[src/rtl/hsv_threshold_bbox_if.sv]
// HSV pixel stream bundle: frame/line syncs, data enable and the H/S/V samples
// produced by the upstream colour-space stage.
interface hsv_threshold_bbox_if;
    logic       hsv_vs;
    logic       hsv_hs;
    logic       hsv_de;
    logic [8:0] hsv_h;
    logic [8:0] hsv_s;
    logic [7:0] hsv_v;

    modport master (
        output hsv_vs, hsv_hs, hsv_de, hsv_h, hsv_s, hsv_v
    );

    modport slave (
        input hsv_vs, hsv_hs, hsv_de, hsv_h, hsv_s, hsv_v
    );
endinterface

[src/rtl/hsv_threshold_bbox.sv]
// HSV colour threshold producing a binary mask plus the per-frame bounding box
// of matched pixels. Define HSV_BBOX_PIXCNT_EN to add the matched-pixel counter.
module hsv_threshold_bbox #(
    parameter int COORD_W    = 11,
    parameter int MIN_PIXELS = 64
) (
    input  logic                   clk,
    input  logic                   reset_n,
    hsv_threshold_bbox_if.slave    hsv_in,
    input  logic [8:0]             h_min,
    input  logic [8:0]             h_max,
    input  logic [8:0]             s_min,
    input  logic [8:0]             s_max,
    input  logic [7:0]             v_min,
    input  logic [7:0]             v_max,
    output logic                   mask_vs,
    output logic                   mask_hs,
    output logic                   mask_de,
    output logic                   mask_bin,
    output logic [COORD_W-1:0]     box_x_min,
    output logic [COORD_W-1:0]     box_x_max,
    output logic [COORD_W-1:0]     box_y_min,
    output logic [COORD_W-1:0]     box_y_max,
    output logic                   box_found,
    output logic                   box_valid,
    output logic [20:0]            pixel_count
);

    localparam logic [COORD_W-1:0] COORD_MAX  = {COORD_W{1'b1}};
    localparam logic [COORD_W-1:0] COORD_ZERO = {COORD_W{1'b0}};
    localparam logic [COORD_W-1:0] COORD_ONE  = {{(COORD_W-1){1'b0}}, 1'b1};

    typedef enum logic [0:0] {
        ST_WAIT_VS = 1'b0,
        ST_ACCUM   = 1'b1
    } state_t;

    function automatic logic in_range9(input logic [8:0] val,
                                       input logic [8:0] lo,
                                       input logic [8:0] hi);
        return (val >= lo) && (val <= hi);
    endfunction

    function automatic logic in_range8(input logic [7:0] val,
                                       input logic [7:0] lo,
                                       input logic [7:0] hi);
        return (val >= lo) && (val <= hi);
    endfunction

    // Hue is circular: lo > hi selects the band that wraps through 0.
    function automatic logic hue_match(input logic [8:0] hue,
                                       input logic [8:0] lo,
                                       input logic [8:0] hi);
        logic hit;
        if (lo <= hi) begin
            hit = (hue >= lo) && (hue <= hi);
        end else begin
            hit = (hue >= lo) || (hue <= hi);
        end
        return hit;
    endfunction

    // ---------------- threshold / mask stage ----------------
    logic [8:0] h_min_q, h_min_d, h_max_q, h_max_d;
    logic [8:0] s_min_q, s_min_d, s_max_q, s_max_d;
    logic [7:0] v_min_q, v_min_d, v_max_q, v_max_d;
    logic       mask_vs_q, mask_vs_d, mask_hs_q, mask_hs_d;
    logic       mask_de_q, mask_de_d, mask_bin_q, mask_bin_d;
    logic       in_vs_rise_s;

    assign in_vs_rise_s = hsv_in.hsv_vs & ~mask_vs_q;

    // Shadow thresholds follow the inputs only at frame start; the _d values
    // are also what the current pixel is compared against.
    always_comb begin
        h_min_d = h_min_q;
        h_max_d = h_max_q;
        s_min_d = s_min_q;
        s_max_d = s_max_q;
        v_min_d = v_min_q;
        v_max_d = v_max_q;
        if (in_vs_rise_s) begin
            h_min_d = h_min;
            h_max_d = h_max;
            s_min_d = s_min;
            s_max_d = s_max;
            v_min_d = v_min;
            v_max_d = v_max;
        end else begin
            h_min_d = h_min_q;
            h_max_d = h_max_q;
        end
        mask_vs_d  = hsv_in.hsv_vs;
        mask_hs_d  = hsv_in.hsv_hs;
        mask_de_d  = hsv_in.hsv_de;
        mask_bin_d = hsv_in.hsv_de
                   & hue_match(hsv_in.hsv_h, h_min_d, h_max_d)
                   & in_range9(hsv_in.hsv_s, s_min_d, s_max_d)
                   & in_range8(hsv_in.hsv_v, v_min_d, v_max_d);
    end

    // Mask pipeline and shadow threshold registers.
    always_ff @(posedge clk or negedge reset_n) begin
        if (!reset_n) begin
            h_min_q    <= 9'd0;
            h_max_q    <= 9'd0;
            s_min_q    <= 9'd0;
            s_max_q    <= 9'd0;
            v_min_q    <= 8'd0;
            v_max_q    <= 8'd0;
            mask_vs_q  <= 1'b0;
            mask_hs_q  <= 1'b0;
            mask_de_q  <= 1'b0;
            mask_bin_q <= 1'b0;
        end else begin
            h_min_q    <= h_min_d;
            h_max_q    <= h_max_d;
            s_min_q    <= s_min_d;
            s_max_q    <= s_max_d;
            v_min_q    <= v_min_d;
            v_max_q    <= v_max_d;
            mask_vs_q  <= mask_vs_d;
            mask_hs_q  <= mask_hs_d;
            mask_de_q  <= mask_de_d;
            mask_bin_q <= mask_bin_d;
        end
    end

    // ---------------- coordinate / bounding-box stage ----------------
    state_t             state_q, state_d;
    logic               mask_vs_prev_q, mask_de_prev_q;
    logic [COORD_W-1:0] x_q, x_d, y_q, y_d;
    logic [COORD_W-1:0] rx_min_q, rx_min_d, rx_max_q, rx_max_d;
    logic [COORD_W-1:0] ry_min_q, ry_min_d, ry_max_q, ry_max_d;
    logic [COORD_W-1:0] box_x_min_q, box_x_min_d, box_x_max_q, box_x_max_d;
    logic [COORD_W-1:0] box_y_min_q, box_y_min_d, box_y_max_q, box_y_max_d;
    logic               box_found_q, box_found_d, box_valid_q, box_valid_d;
    logic               mask_vs_rise_s, mask_de_fall_s, accum_en_s, run_nz_s;
    logic [COORD_W-1:0] pix_x_s, pix_y_s;
`ifdef HSV_BBOX_PIXCNT_EN
    logic [20:0]        run_cnt_q, run_cnt_d;
    logic [20:0]        pixel_count_q, pixel_count_d;
`else
    logic               run_any_q, run_any_d;
`endif

    assign mask_vs_rise_s = mask_vs_q & ~mask_vs_prev_q;
    assign mask_de_fall_s = mask_de_prev_q & ~mask_de_q;
    assign accum_en_s     = (state_q == ST_ACCUM) || mask_vs_rise_s;
    assign pix_x_s        = x_q;
    // A pixel arriving with the frame-start edge belongs to row 0 of the new frame.
    assign pix_y_s        = mask_vs_rise_s ? COORD_ZERO : y_q;
`ifdef HSV_BBOX_PIXCNT_EN
    assign run_nz_s = (run_cnt_q != 21'd0);
`else
    assign run_nz_s = run_any_q;
`endif

    // Pixel coordinates, FSM and running/latched box computation.
    always_comb begin
        state_d     = state_q;
        x_d         = x_q;
        y_d         = y_q;
        rx_min_d    = rx_min_q;
        rx_max_d    = rx_max_q;
        ry_min_d    = ry_min_q;
        ry_max_d    = ry_max_q;
        box_x_min_d = box_x_min_q;
        box_x_max_d = box_x_max_q;
        box_y_min_d = box_y_min_q;
        box_y_max_d = box_y_max_q;
        box_found_d = box_found_q;
        box_valid_d = 1'b0;
`ifdef HSV_BBOX_PIXCNT_EN
        run_cnt_d     = run_cnt_q;
        pixel_count_d = pixel_count_q;
`else
        run_any_d     = run_any_q;
`endif

        if (mask_de_q) begin
            x_d = (x_q == COORD_MAX) ? x_q : (x_q + COORD_ONE);
        end else begin
            x_d = COORD_ZERO;
        end

        if (mask_vs_rise_s) begin
            y_d = COORD_ZERO;
        end else if (mask_de_fall_s) begin
            y_d = (y_q == COORD_MAX) ? y_q : (y_q + COORD_ONE);
        end else begin
            y_d = y_q;
        end

        case (state_q)
            ST_WAIT_VS: state_d = mask_vs_rise_s ? ST_ACCUM : ST_WAIT_VS;
            ST_ACCUM:   state_d = ST_ACCUM;
            default:    state_d = ST_WAIT_VS;
        endcase

        // Frame boundary: publish the finished frame, then restart accumulation.
        if (mask_vs_rise_s && (state_q == ST_ACCUM)) begin
            box_valid_d = 1'b1;
            box_x_min_d = run_nz_s ? rx_min_q : COORD_ZERO;
            box_x_max_d = run_nz_s ? rx_max_q : COORD_ZERO;
            box_y_min_d = run_nz_s ? ry_min_q : COORD_ZERO;
            box_y_max_d = run_nz_s ? ry_max_q : COORD_ZERO;
`ifdef HSV_BBOX_PIXCNT_EN
            box_found_d   = (run_cnt_q >= 21'(MIN_PIXELS));
            pixel_count_d = run_cnt_q;
`else
            box_found_d   = run_any_q;
`endif
        end else begin
            box_valid_d = 1'b0;
        end

        if (mask_vs_rise_s) begin
            rx_min_d = COORD_MAX;
            rx_max_d = COORD_ZERO;
            ry_min_d = COORD_MAX;
            ry_max_d = COORD_ZERO;
`ifdef HSV_BBOX_PIXCNT_EN
            run_cnt_d = 21'd0;
`else
            run_any_d = 1'b0;
`endif
        end else begin
            rx_min_d = rx_min_q;
        end

        if (accum_en_s && mask_bin_q) begin
            rx_min_d = (pix_x_s < rx_min_d) ? pix_x_s : rx_min_d;
            rx_max_d = (pix_x_s > rx_max_d) ? pix_x_s : rx_max_d;
            ry_min_d = (pix_y_s < ry_min_d) ? pix_y_s : ry_min_d;
            ry_max_d = (pix_y_s > ry_max_d) ? pix_y_s : ry_max_d;
`ifdef HSV_BBOX_PIXCNT_EN
            run_cnt_d = (run_cnt_d == 21'h1F_FFFF) ? run_cnt_d : (run_cnt_d + 21'd1);
`else
            run_any_d = 1'b1;
`endif
        end else begin
            rx_max_d = rx_max_d;
        end
    end

    // Box-stage state, counters and registered outputs.
    always_ff @(posedge clk or negedge reset_n) begin
        if (!reset_n) begin
            state_q        <= ST_WAIT_VS;
            mask_vs_prev_q <= 1'b0;
            mask_de_prev_q <= 1'b0;
            x_q            <= COORD_ZERO;
            y_q            <= COORD_ZERO;
            rx_min_q       <= COORD_MAX;
            rx_max_q       <= COORD_ZERO;
            ry_min_q       <= COORD_MAX;
            ry_max_q       <= COORD_ZERO;
            box_x_min_q    <= COORD_ZERO;
            box_x_max_q    <= COORD_ZERO;
            box_y_min_q    <= COORD_ZERO;
            box_y_max_q    <= COORD_ZERO;
            box_found_q    <= 1'b0;
            box_valid_q    <= 1'b0;
`ifdef HSV_BBOX_PIXCNT_EN
            run_cnt_q      <= 21'd0;
            pixel_count_q  <= 21'd0;
`else
            run_any_q      <= 1'b0;
`endif
        end else begin
            state_q        <= state_d;
            mask_vs_prev_q <= mask_vs_q;
            mask_de_prev_q <= mask_de_q;
            x_q            <= x_d;
            y_q            <= y_d;
            rx_min_q       <= rx_min_d;
            rx_max_q       <= rx_max_d;
            ry_min_q       <= ry_min_d;
            ry_max_q       <= ry_max_d;
            box_x_min_q    <= box_x_min_d;
            box_x_max_q    <= box_x_max_d;
            box_y_min_q    <= box_y_min_d;
            box_y_max_q    <= box_y_max_d;
            box_found_q    <= box_found_d;
            box_valid_q    <= box_valid_d;
`ifdef HSV_BBOX_PIXCNT_EN
            run_cnt_q      <= run_cnt_d;
            pixel_count_q  <= pixel_count_d;
`else
            run_any_q      <= run_any_d;
`endif
        end
    end

    assign mask_vs   = mask_vs_q;
    assign mask_hs   = mask_hs_q;
    assign mask_de   = mask_de_q;
    assign mask_bin  = mask_bin_q;
    assign box_x_min = box_x_min_q;
    assign box_x_max = box_x_max_q;
    assign box_y_min = box_y_min_q;
    assign box_y_max = box_y_max_q;
    assign box_found = box_found_q;
    assign box_valid = box_valid_q;
`ifdef HSV_BBOX_PIXCNT_EN
    assign pixel_count = pixel_count_q;
`else
    assign pixel_count = 21'd0;
`endif

endmodule

[src/flat_wrapper.sv]
// flat-port wrapper written by rule: the top's interface ports become plain ports
module hsv_threshold_bbox_flat 
#(
    parameter int COORD_W    = 11,
    parameter int MIN_PIXELS = 64
)
  (clk, reset_n, h_min, h_max, s_min, s_max, v_min, v_max, mask_vs, mask_hs, mask_de, mask_bin, box_x_min, box_x_max, box_y_min, box_y_max, box_found, box_valid, pixel_count, hsv_in_hsv_vs, hsv_in_hsv_hs, hsv_in_hsv_de, hsv_in_hsv_h, hsv_in_hsv_s, hsv_in_hsv_v);
  hsv_threshold_bbox_if hsv_in_i ();
  input  logic clk;
  input  logic reset_n;
  input  logic [8:0] h_min;
  input  logic [8:0] h_max;
  input  logic [8:0] s_min;
  input  logic [8:0] s_max;
  input  logic [7:0] v_min;
  input  logic [7:0] v_max;
  output logic mask_vs;
  output logic mask_hs;
  output logic mask_de;
  output logic mask_bin;
  output logic [COORD_W-1:0] box_x_min;
  output logic [COORD_W-1:0] box_x_max;
  output logic [COORD_W-1:0] box_y_min;
  output logic [COORD_W-1:0] box_y_max;
  output logic box_found;
  output logic box_valid;
  output logic [20:0] pixel_count;
  input wire logic [$bits(hsv_in_i.hsv_vs)-1:0] hsv_in_hsv_vs;
  input wire logic [$bits(hsv_in_i.hsv_hs)-1:0] hsv_in_hsv_hs;
  input wire logic [$bits(hsv_in_i.hsv_de)-1:0] hsv_in_hsv_de;
  input wire logic [$bits(hsv_in_i.hsv_h)-1:0] hsv_in_hsv_h;
  input wire logic [$bits(hsv_in_i.hsv_s)-1:0] hsv_in_hsv_s;
  input wire logic [$bits(hsv_in_i.hsv_v)-1:0] hsv_in_hsv_v;
  assign hsv_in_i.hsv_vs = hsv_in_hsv_vs;
  assign hsv_in_i.hsv_hs = hsv_in_hsv_hs;
  assign hsv_in_i.hsv_de = hsv_in_hsv_de;
  assign hsv_in_i.hsv_h = hsv_in_hsv_h;
  assign hsv_in_i.hsv_s = hsv_in_hsv_s;
  assign hsv_in_i.hsv_v = hsv_in_hsv_v;
  hsv_threshold_bbox #(.COORD_W(COORD_W), .MIN_PIXELS(MIN_PIXELS)) u_core (.clk(clk), .reset_n(reset_n), .hsv_in(hsv_in_i), .h_min(h_min), .h_max(h_max), .s_min(s_min), .s_max(s_max), .v_min(v_min), .v_max(v_max), .mask_vs(mask_vs), .mask_hs(mask_hs), .mask_de(mask_de), .mask_bin(mask_bin), .box_x_min(box_x_min), .box_x_max(box_x_max), .box_y_min(box_y_min), .box_y_max(box_y_max), .box_found(box_found), .box_valid(box_valid), .pixel_count(pixel_count));
endmodule
[config.mk]
export PLATFORM = sky130hd
export DESIGN_NAME = hsv_threshold_bbox_flat
export DESIGN_NICKNAME = d
export VERILOG_FILES = /design/src/rtl/hsv_threshold_bbox_if.sv /design/src/rtl/hsv_threshold_bbox.sv /design/src/flat_wrapper.sv
export SDC_FILE = /design/constraint.sdc
export NUM_CORES = 1
export LEC_CHECK = 0
export BUFFER_PORTS_ARGS = -buffer_cell sky130_fd_sc_hd__buf_2
export CORE_MARGIN = 8
export CORE_UTILIZATION = 55
export DETAILED_ROUTE_END_ITERATION = 6
export GPL_TIMING_DRIVEN = 0
export PLACE_DENSITY = 0.78
export RECOVER_POWER = 100
export SYNTH_ARGS = -nofsm -noshare
export SYNTH_HDL_FRONTEND = slang
export SYNTH_SLANG_ARGS = --single-unit
[constraint.sdc]
create_clock -name clk -period 3.5 [get_ports clk]
set_clock_uncertainty 0.2 [all_clocks]
set_input_delay 0 -clock clk [delete_from_list [all_inputs] [get_ports clk]]
set_output_delay 0 -clock clk [all_outputs]
set_load 0.02 [all_outputs]
## Word level (Yosys, flattened, before mapping)

Cells that the tools add are included.

- Word-level logic and storage cells: 97
- Bits in registers: 172
- Input port bits: 83
- Output and inout port bits: 71

- Reductions and logical operators: 10
- Equality and inequality tests: 4
- Bitwise logic cells: 10
- Order comparisons: 11
- Muxes and demuxes: 34
- Add/sub/neg operators: 2

Operators by type and width:

| operator | number |
|---|---|
| 2-to-1 mux 11 bit | 22 |
| 2-to-1 mux 9 bit | 4 |
| <= comparator 9 bit | 3 |
| adder 11 x 1 -> 11 bit (second input constant) | 2 |
| equality test 11 bit (second input constant) | 2 |
| greater-than comparator 11 bit | 2 |
| less-than comparator 11 bit | 2 |
| >= comparator 9 bit | 2 |
| 2-to-1 mux 8 bit | 2 |
| >= comparator 8 bit | 1 |
| <= comparator 8 bit | 1 |
| AND 1 bit | 6 |
| logical AND 1 bit | 5 |
| 2-to-1 mux 1 bit | 5 |
| inverter 1 bit | 4 |
| nonzero test 2 bit | 2 |
| logical OR 1 bit | 2 |
| != test 2 x 1 -> 1 bit (second input constant) | 1 |
| != test 2 bit (second input constant) | 1 |
| case mux 1 bit (2 select lines) | 1 |
| AND reduction 2 bit | 1 |

## Depth between registers and ports, before layout

Gate-level depths: netlist (run 1).

- Depth after elaboration: 9
- Mapped depth: 16
- Mapped depth without buffers: 12

## Worst setup path after synthesis (run 1)

OpenSTA, ideal clock, no wires.

- Path type: flip-flop to flip-flop
- Start: register u_core.mask_vs_q, in the netlist u_core.mask_vs
- End: register u_core.mask_bin_q, in the netlist u_core.mask_bin
- Required time: 3.235 ns
- Clock period less this slack: 3.300 ns
- Stages on the path, launching flop included: 17
- Library setup time: 0.065 ns
- Setup slack: 0.200 ns
- Buffers on the path: 4
- Data arrival time: 3.035 ns
- Cell sequence: dfrtp_1 nand2b_4 buf_6 buf_6 buf_2 clkbuf_1 nand2_1 nand2_1 inv_1 ha_1 and4_1 nand2_1 nor4_1 and3b_1 a2111o_1 a31oi_1 o21ba_1

- Longest elaborated chain between the ends: 9
- Elaborated cells on any way between the ends: 23
- Classes of those cells: order compare: 7; mux: 7; bitwise: 5; reduce/logical: 4

Ends and longest elaborated chain:

| what | line | RTL |
|---|---|---|
| from (decl) | hsv_threshold_bbox.sv:67 | `logic mask_vs_q, mask_vs_d, mask_hs_q, mask_hs_d;` |
| from (signal assigned) | hsv_threshold_bbox.sv:122 | `mask_vs_q <= mask_vs_d;` |
| inverter 1 bit * | hsv_threshold_bbox.sv:71 | `assign in_vs_rise_s = hsv_in.hsv_vs & ~mask_vs_q;` |
| AND 1 bit * | hsv_threshold_bbox.sv:71 |  |
| 2-to-1 mux 9 bit * | hsv_threshold_bbox.sv:82 | `if (in_vs_rise_s) begin` |
| net u_core.h_max_d[6] | hsv_threshold_bbox.sv:64 | `logic [8:0] h_min_q, h_min_d, h_max_q, h_max_d;` |
| <= comparator 9 bit | hsv_threshold_bbox.sv:56, hsv_threshold_bbox.sv:58 |  |
| logical OR 1 bit / logical AND 1 bit (equally long branches) | hsv_threshold_bbox.sv:58, hsv_threshold_bbox.sv:56 |  |
| 2-to-1 mux 1 bit * | hsv_threshold_bbox.sv:55 | `if (lo <= hi) begin` |
| AND 1 bit * | hsv_threshold_bbox.sv:97 | `& hue_match(hsv_in.hsv_h, h_min_d, h_max_d)` |
| AND 1 bit * | hsv_threshold_bbox.sv:98 | `& in_range9(hsv_in.hsv_s, s_min_d, s_max_d)` |
| AND 1 bit * | hsv_threshold_bbox.sv:99 | `& in_range8(hsv_in.hsv_v, v_min_d, v_max_d);` |
| net u_core.mask_bin_d | hsv_threshold_bbox.sv:68 | `logic mask_de_q, mask_de_d, mask_bin_q, mask_bin_d;` |
| to (signal assigned) | hsv_threshold_bbox.sv:125 | `mask_bin_q <= mask_bin_d;` |
| to (decl) | hsv_threshold_bbox.sv:68 |  |

The timed path passes the listed nets; every way through them passes the cells marked *.
A chain may end at the register's enable or synchronous reset.

## Worst setup path in the final report (run 1)

- Start: register u_core.mask_vs_q, in the netlist u_core.mask_vs
- End: register u_core.rx_min_q[2]

- Longest elaborated chain between the ends: 5
- Elaborated cells on any way between the ends: 7
- Classes of those cells: order compare: 1; mux: 3; bitwise: 1; reduce/logical: 2

Ends and longest elaborated chain:

| what | line | RTL |
|---|---|---|
| AND 1 bit * | hsv_threshold_bbox.sv:147 | `assign mask_vs_rise_s = mask_vs_q & ~mask_vs_prev_q;` |
| 2-to-1 mux 11 bit | hsv_threshold_bbox.sv:218 | `if (mask_vs_rise_s) begin` |
| less-than comparator 11 bit | hsv_threshold_bbox.sv:233 | `rx_min_d = (pix_x_s < rx_min_d) ? pix_x_s : rx_min_d;` |
| 2-to-1 mux 11 bit | hsv_threshold_bbox.sv:233 |  |
| 2-to-1 mux 11 bit * | hsv_threshold_bbox.sv:232 | `if (accum_en_s && mask_bin_q) begin` |
| net u_core.rx_min_d[2] | hsv_threshold_bbox.sv:133 | `logic [COORD_W-1:0] rx_min_q, rx_min_d, rx_max_q, rx_max_d;` |
| to (signal assigned) | hsv_threshold_bbox.sv:277 | `rx_min_q <= rx_min_d;` |
| to (decl) | hsv_threshold_bbox.sv:133 |  |

Marks and branches as above.

==> flow_summary.rst, run 1 <==
.. list-table::
   :header-rows: 1

   * - Metric
     - Value
   * - Result of the run
     - complete, but fails checks
   * - Failing checks
     - slew limit
   * - Class of the tightest hold or removal check
     - in -> reg
   * - Length of the first detailed-routing pass in iterations
     - 7
   * - Die H
     - approximately 150 um
   * - Most frequent standard cell in the layout excluding fill and tap cells
     - sky130_fd_sc_hd__nand2_1
   * - Number of buffer cells added on primary ports
     - between 100 and 150
   * - Maximum number of pins on one net before global-route repair
     - about 110
   * - Critical path fanouts, max
     - 10
   * - Final-report setup violation count
     - 0
   * - Final Cycle Share
     - ~96%
   * - Layout cells sized above 1
     - approximately 15%
   * - RSZ-0062 raised after global routing
     - false
   * - Vias post-DR
     - 7845
   * - Die Area
     - between 20000 and 25000 um^2
   * - Drt wl/cell
     - 16.81 um
   * - Cell repeated most along the worst path
     - sky130_fd_sc_hd__clkbuf_2
   * - Number of library cell types mapped by synthesis
     - between 50 and 60
   * - Number of buffers created by CTS
     - 17
   * - Launch instance of the worst register-to-register path
     - u_core.mask_vs
   * - Most frequent cells in the layout
     - sky130_fd_sc_hd__nand2_1, sky130_fd_sc_hd__dfrtp_1, sky130_fd_sc_hd__ha_1, sky130_fd_sc_hd__buf_2, sky130_fd_sc_hd__mux2i_1
   * - Final hold slack
     - ~0.05 ns
   * - Die Wd
     - around 150 um
   * - MaxCap Viol Count
     - 0
   * - CTS tree
     - yes
   * - Library cell used as clock root buffer
     - sky130_fd_sc_hd__clkbuf_16
   * - CTS H-tree depth
     - 4
   * - Crit-path slowest cell
     - sky130_fd_sc_hd__a2111oi_0
   * - Longest Clk Path Bufs
     - 2
   * - Register clock-pin slew on the reported worst setup and hold paths
     - about 0.070 ns
   * - Startpoint types
     - flop
   * - Std-Cell Core Area
     - 17180 um^2
   * - Post-synthesis register bit count
     - approximately 170
   * - Total routing usage reported by global routing
     - 22.80%
   * - Total power per unit cell area
     - around 440 nW/um^2
   * - Peak clock frequency supported by timing
     - between 200 and 300 MHz
   * - Fin nets
     - 1399
   * - DRC errors left
     - 0
   * - Total clock sinks
     - about 170
   * - Startpoint of the worst setup timing path
     - u_core.mask_vs
   * - Leakage Power
     - between 5 and 6 nW
   * - Worst EP arrival
     - 3.49 ns
   * - Warning count from the yosys run
     - 0
   * - Residual overflow from global routing
     - 0
   * - Number of hold-slack violations in the final timing report
     - 0
   * - Total Routed Length
     - 24480 um
   * - Clock latency reported for the late side of the worst-skew pair
     - between 0.4 and 0.5 ns
   * - Reg2reg end
     - u_core.rx_min_q[2]
   * - Number of flops mapped to enable cells by yosys
     - 0
   * - Async S/R FF share, synth
     - between 90% and 100%
   * - Critical Path Sink Type
     - flop
   * - Crit path capture
     - u_core.rx_min_q[2]
   * - Vias in the first global route
     - 8173
   * - N_diodes
     - 0
   * - Final Max Slew Viols
     - 110
   * - First-pass GRT wire length
     - 40310 um
   * - Number of vias per cell after detailed routing
     - 5.388
   * - Share of synthesized area occupied by flip-flops and latches
     - 45.15%
   * - Worst ir drop on vdd
     - between 0.3 and 0.4 mV
   * - Final Instance Count excl. Fillers
     - between 1k and 1.5k
   * - Dominant register cell in the synthesized netlist
     - sky130_fd_sc_hd__dfrtp_1
   * - Post-Synthesis Cells
     - 988
   * - Depth of the most critical reg-to-reg path
     - 12
   * - Register-to-register setup slack
     - ~0.16 ns
   * - Post-detailed-placement half-perimeter wirelength
     - roughly 17000 um
   * - Number of antenna violations at the first check in global routing
     - 0
   * - Residual antenna-violating net count after detailed routing
     - 0
   * - Count of standard-cell rows
     - 48
   * - Critical Setup Path Class
     - reg -> reg
   * - Ordered list of cells on the worst path
     - nor2b_1 -> buf_2 -> clkbuf_2 -> nor2_1 -> ha_1 -> a21o_1 -> a21oi_1 -> o21ai_0 -> a2111oi_0 -> o21ai_1 -> clkbuf_2 -> mux2i_1
   * - Transition time at the pin with the least slew margin
     - ~1.5 ns
   * - Slowest stage delay, CP
     - roughly 0.46 ns
   * - Initial core utilization
     - between 50 and 60%
   * - Post-route minimum period
     - approximately 3.3 ns
   * - Area of the mapped netlist
     - 9594 um^2
   * - DRC marker count from the first detailed-route iteration
     - between 500 and 600
   * - Worst EP required
     - between 3 and 4 ns
   * - Synthesized area per cell
     - between 9 and 10 um^2
   * - Synth-to-Final Area Change
     - 22.05%
   * - Number of top-level pins
     - around 150
   * - # placed instances
     - approximately 1.4k
   * - Normalized max-slew margin
     - -1.070%
   * - Final estimated routing congestion in global placement
     - around 0.93
cell families (layout without fill, tap and decap cells):
family | Yosys count | in the layout | share of synthesized area, %
and+or+nand+nor | 340 | 340 | 16.04
DFF | 172 | 172 | 45.15
AOI/OAI and AO/OA | 147 | 147 | 9.455
buffers and inverters | 130 | 353 | 6.286
adders and majority gates | 98 | 98 | 12.78
muxes | 82 | 82 | 8.607
xor gates and xnor gates | 18 | 18 | 1.643
other | 1 | 21 | 0.03909
worst max-delay path: cells and delay by family (launching register included):
kind                       cells  cell delay [ns]
AOI/OAI and AO/OA              5             1.04
buffers and inverters          3             0.81
DFF                            1             0.42
adders and majority gates      1             0.30
muxes                          1             0.25
and+or+nand+nor                2             0.24
power breakdown:
part	switching, mW	internal, mW	total, mW
registers	0.0947	2.18	2.28
logic	0.602	0.413	1.02
clock network	0.861	1.00	1.86
total	1.56	3.60	5.15
synthesized netlist by cell type, drive strengths merged (5+ instances only):
library cell	number	area share, %
dfstp	22	6.0
clkbuf	24	0.94
o21a	12	0.94
nand2	195	7.6
nand3	13	0.68
inv	72	2.8
xnor2	11	1.0
xor2	7	0.64
o21ai	67	3.5
mux2i	78	8.1
dfrtp	150	39
nor3	9	0.47
nand2b	14	0.99
and4	5	0.46
ha	98	13
a21o	5	0.39
and2	12	0.78
nor2	48	1.9
a21oi	28	1.5
buf	34	2.5
nor2b	14	0.91
nand4	15	1.0
a211oi	6	0.52
what timing repair did:
item	4_1_cts	5_1_grt
setup buffers	0	0
hold buffers	60	0
cloned	0	0
endpoints found under the hold margin	214	0
pin swaps	0	0
resized for setup	5	14
setup endpoints to repair	3	21
layer usage:
layer	vias up	share of wire, %	global-route usage (%)
met5	-	0	0
met4	0	2.0	8.567
met3	45	7.8	6.077
met2	288	50	38.65
met1	3731	41	27.29
li1	3781	-	-
layout make-up:
class                           instances  area [um^2]
Sequential cell                       172         4333
Fill cell                            1344         5466
Clock inverter                         13        132.6
Clock buffer                           19        432.9
Timing Repair Buffer                  192         1195
Inverter                               72        270.3
Tap cell                              225        281.5
Multi-Input combinational cell        706         4713
Buffer                                 57        351.6
worst min-delay path by stage:
stage                          from             endpoint  slack, ns  cells after the start
floorplan                   reset_n     u_core.box_found      -0.50                      0
global placement      hsv_in_hsv_hs       u_core.mask_hs      -0.09                      1
detailed placement          reset_n  u_core.box_x_max[7]      -0.24                      1
CTS                 hsv_in_hsv_h[4]      u_core.mask_bin       0.03                      5
global route        hsv_in_hsv_h[4]      u_core.mask_bin       0.07                      5
finish              hsv_in_hsv_h[4]      u_core.mask_bin       0.05                      5
per-stage QoR:
stage	worst slack, ns	power [mW]	cell area (um^2)	setup TNS (ns)	util, %
finish	0.1568	5.155	11710	0	68.17
global route	0.004185	5.399	11710	0	68.17
global placement	-0.4495	3.205	10610	-65.10	61.75
floorplan	0.1995	2.928	9669	0	-
CTS	0.05026	5.163	11840	0	68.92
detailed placement	-0.2712	3.250	10640	-0.2712	61.97
Power figures use the tool's default switching activity.
==> run 2, diff against run 1 <==
- CORE_UTILIZATION: 55 -> 45
- HOLD_SLACK_MARGIN: not set -> 0.1
- PLACE_DENSITY: 0.78 -> 0.66
- SKIP_LAST_GASP: not set -> 1
==> run 2 against run 1 <==
Total power down 0.17%; highest routed layer is now met5; critical path depth rose by 2; fmax shrank 0.45%; critical path type unchanged; flip-flop and latch count unchanged; the run now ends clean; global-route usage fell by 4.6 points; clock power about the same.
==> flow_summary.rst, run 2 (synthesized netlist as in run 1, its figures left out) <==
.. list-table::
   :header-rows: 1

   * - Metric
     - Value
   * - Number of vias per cell after detailed routing
     - 5.043 (-6.4%)
   * - Final Max Slew Viols
     - 0 (-100%)
   * - Area taken by flip-flops and latches
     - 4333 um^2 (unchanged)
   * - Critical Setup Path Class
     - reg -> reg
   * - Critical Path Sink Type
     - flop
   * - DRC marker count from the first detailed-route iteration
     - 324 (-44%)
   * - Length of the first detailed-routing pass in iterations
     - 4 (-3)
   * - Worst EP arrival
     - 3.50 ns (about the same)
   * - Hold worst-path end
     - u_core.s_min_q[1]
   * - Clock latency reported for the late side of the worst-skew pair
     - 0.43 ns (about the same)
   * - Total clock sinks
     - 172 (unchanged)
   * - Vias in the first global route
     - 7906 (-3.3%)
   * - Startpoint types
     - flop
   * - Post-detailed-placement half-perimeter wirelength
     - 17190 um (+1.3%)
   * - Number of buffers created by CTS
     - 17 (unchanged)
   * - MaxCap Viol Count
     - 0 (unchanged)
   * - Startpoint of the worst setup timing path
     - u_core.mask_vs
   * - Post-DP Area
     - 10710 um^2 (+0.59%)
   * - Post-route minimum period
     - 3.358 ns (+0.01512 ns)
   * - Switching power total
     - 1.516 mW (-2.7%)
   * - Normalized max-slew margin
     - 16.76% (+18 points)
   * - Number of antenna violations at the first check in global routing
     - 1 (+1)
   * - Final Cycle Share
     - 95.95% (+0.43 points)
   * - PnR Total Power
     - 5.146 mW (-0.17%)
   * - Register-to-register setup slack
     - 0.14 ns (-0.02 ns)
   * - DRC errors left
     - 0 (unchanged)
   * - Combined area of the multi-input logic cells
     - 4745 um^2 (+0.66%)
   * - RSZ-0062 raised after global routing
     - true
   * - Std-Cell Core Area
     - 20960 um^2 (+22%)
   * - Setup Buffers After CTS
     - 0 (unchanged)
   * - Worst EP required
     - 3.64 ns (about the same)
   * - Final estimated routing congestion in global placement
     - 0.8700 (-6.5%)
   * - Fin nets
     - 1414 (+1.1%)
   * - Switching part of the total power
     - 29.45% (-0.77 points)
   * - Register clock-pin slew on the reported worst setup and hold paths
     - 0.08 ns (about the same)
   * - Die Area
     - 26250 um^2 (+20%)
   * - Cell-internal power
     - 3.631 mW (+0.93%)
   * - Maximum number of pins on one net before global-route repair
     - 79 (-29%)
   * - Result of the run
     - finished clean
   * - Clock power share
     - 36.3% (+0.2 points)
   * - Class of the tightest hold or removal check
     - in -> reg
   * - Number of hold-slack violations in the final timing report
     - 0 (unchanged)
   * - Total Neg Setup Slack
     - 0 ns (unchanged)
   * - Worst min-delay path startpoint
     - s_min[1]
   * - Leakage Power
     - 5.995 nW (+1.3%)
   * - Portion of total power attributed to combinational logic
     - 19.5% (-0.2 points)
   * - Number of buffer cells added on primary ports
     - 131 (unchanged)
   * - Total power per unit cell area
     - 430.3 nW/um^2 (-2.3%)
   * - Peak clock frequency supported by timing
     - 297.8 MHz (-0.45%)
   * - Critical path fanouts, max
     - 10 (unchanged)
   * - Launch instance of the worst register-to-register path
     - u_core.mask_vs
   * - Drt wl/cell
     - 15.39 um (-8.4%)
   * - Total routing usage reported by global routing
     - 18.21% (-4.6 points)
   * - Longest Clk Path Bufs
     - 2 (unchanged)
   * - Transition time at the pin with the least slew margin
     - 1.249 ns (-0.2674 ns)
   * - Layout cells sized above 1
     - 15.01% (+0.22 points)
   * - Die H
     - 162.0 um (+9.4%)
   * - Total Routed Length
     - 23410 um (-4.3%)
   * - Reg2reg end
     - u_core.mask_bin
   * - Most frequent cells in the layout
     - sky130_fd_sc_hd__nand2_1, sky130_fd_sc_hd__dfrtp_1, sky130_fd_sc_hd__ha_1, sky130_fd_sc_hd__buf_2, sky130_fd_sc_hd__mux2i_1
   * - Vias post-DR
     - 7671 (-2.2%)
   * - Library cell used as clock root buffer
     - sky130_fd_sc_hd__clkbuf_16
   * - Initial core utilization
     - 45.78% (-10 points)
   * - N_diodes
     - 0 (unchanged)
   * - Count of standard-cell rows
     - 53 (+10%)
   * - Die Wd
     - 162.0 um (+9.4%)
   * - CTS tree
     - yes
   * - Final-report setup violation count
     - 0 (unchanged)
   * - Number of top-level pins
     - 154 (unchanged)
   * - CTS H-tree depth
     - 4 (unchanged)
   * - Residual overflow from global routing
     - 0 (unchanged)
   * - Most frequent standard cell in the layout excluding fill and tap cells
     - sky130_fd_sc_hd__nand2_1
   * - Register share of total power
     - 44.2% (about the same)
   * - Finished layout cell area
     - 11960 um^2 (+2.1%)
   * - Residual antenna-violating net count after detailed routing
     - 0 (unchanged)
   * - First-pass GRT wire length
     - 39120 um (-3.0%)
   * - Depth of the most critical reg-to-reg path
     - 14 (+2)
   * - Worst ir drop on vdd
     - 0.3015 mV (-20%)
   * - Number of filler instances in the final layout
     - 1895 (+41%)
   * - Hold Path Depth
     - 4 (-1)
   * - Synth-to-Final Area Change
     - 24.66%
## run 2: cell type report
cell class | instances | area share (%)
Clock inverter | 12 | 1.078
Multi-Input combinational cell | 706 | 39.67
Inverter | 72 | 2.260
Timing Repair Buffer | 206 | 11.18
Sequential cell | 172 | 36.23
Clock buffer | 20 | 3.735
Tap cell | 275 | 2.877
Buffer | 58 | 2.971
## run 2: repair_timing
item                                   CTS  global route
endpoints found under the hold margin  224             0
resized for setup                        5            16
setup endpoints to repair               11            21
pin swaps                                0             1
hold buffers                            74             0
## run 2: how the worst max path moves through the flow
stage	to	slack, ns	cells past startpoint
after CTS	u_core.mask_bin	-0.03	16
after floorplan	u_core.mask_bin	0.20	16
final	u_core.mask_bin	0.14	14
after global routing	u_core.mask_bin	-0.08	14
after detailed placement	u_core.mask_bin	-0.39	16
after global placement	u_core.s_min_q[2]	-0.57	1
## run 2: power by group through the flow
stage / clock (mW) / combinational [mW] / sequential [mW]
final: 1.87 / 1.00 / 2.27
after global routing: 2.00 / 1.15 / 2.29
after CTS: 1.92 / 1.02 / 2.27
after detailed placement: 0 / 0.944 / 2.31
after global placement: 0 / 0.921 / 2.30
after floorplan: 0 / 0.594 / 2.33
## run 2: worst max-delay path, stage by stage, from the launching register on
cell and delay [ns]:
sky130_fd_sc_hd__dfrtp_2 0.45, sky130_fd_sc_hd__and2b_1 0.24, sky130_fd_sc_hd__buf_4 0.19, sky130_fd_sc_hd__nand2_1 0.08, sky130_fd_sc_hd__dlygate4sd3_1 0.57, sky130_fd_sc_hd__nand2_1 0.12
sky130_fd_sc_hd__inv_1 0.07, sky130_fd_sc_hd__ha_1 0.28, sky130_fd_sc_hd__and4_1 0.22, sky130_fd_sc_hd__nand2_1 0.06, sky130_fd_sc_hd__o21ba_2 0.20, sky130_fd_sc_hd__a21boi_1 0.18
sky130_fd_sc_hd__a311oi_2 0.07, sky130_fd_sc_hd__a21oi_1 0.19, sky130_fd_sc_hd__o21ba_1 0.19
## run 2: metal layers
metal	vias up	routed length (um)	track usage, %
met3	27	1389	4.784
met2	186	10940	29.61
met1	3638	10750	23.40
li1	3818	-	-
met4	2	314	5.513
met5	-	13	0
## run 2: through the flow
stage	setup slack [ns]	hold slack, ns	cells	utilization, %
CTS	-0.03109	0.1004	1521	57.51
global route	-0.08017	0.1577	1521	57.08
global placement	-0.5681	-0.09196	1414	50.91
detailed placement	-0.3850	-0.1322	1415	51.09
finish	0.1416	0.1303	1521	57.08
floorplan	0.1995	-0.4956	1008	-
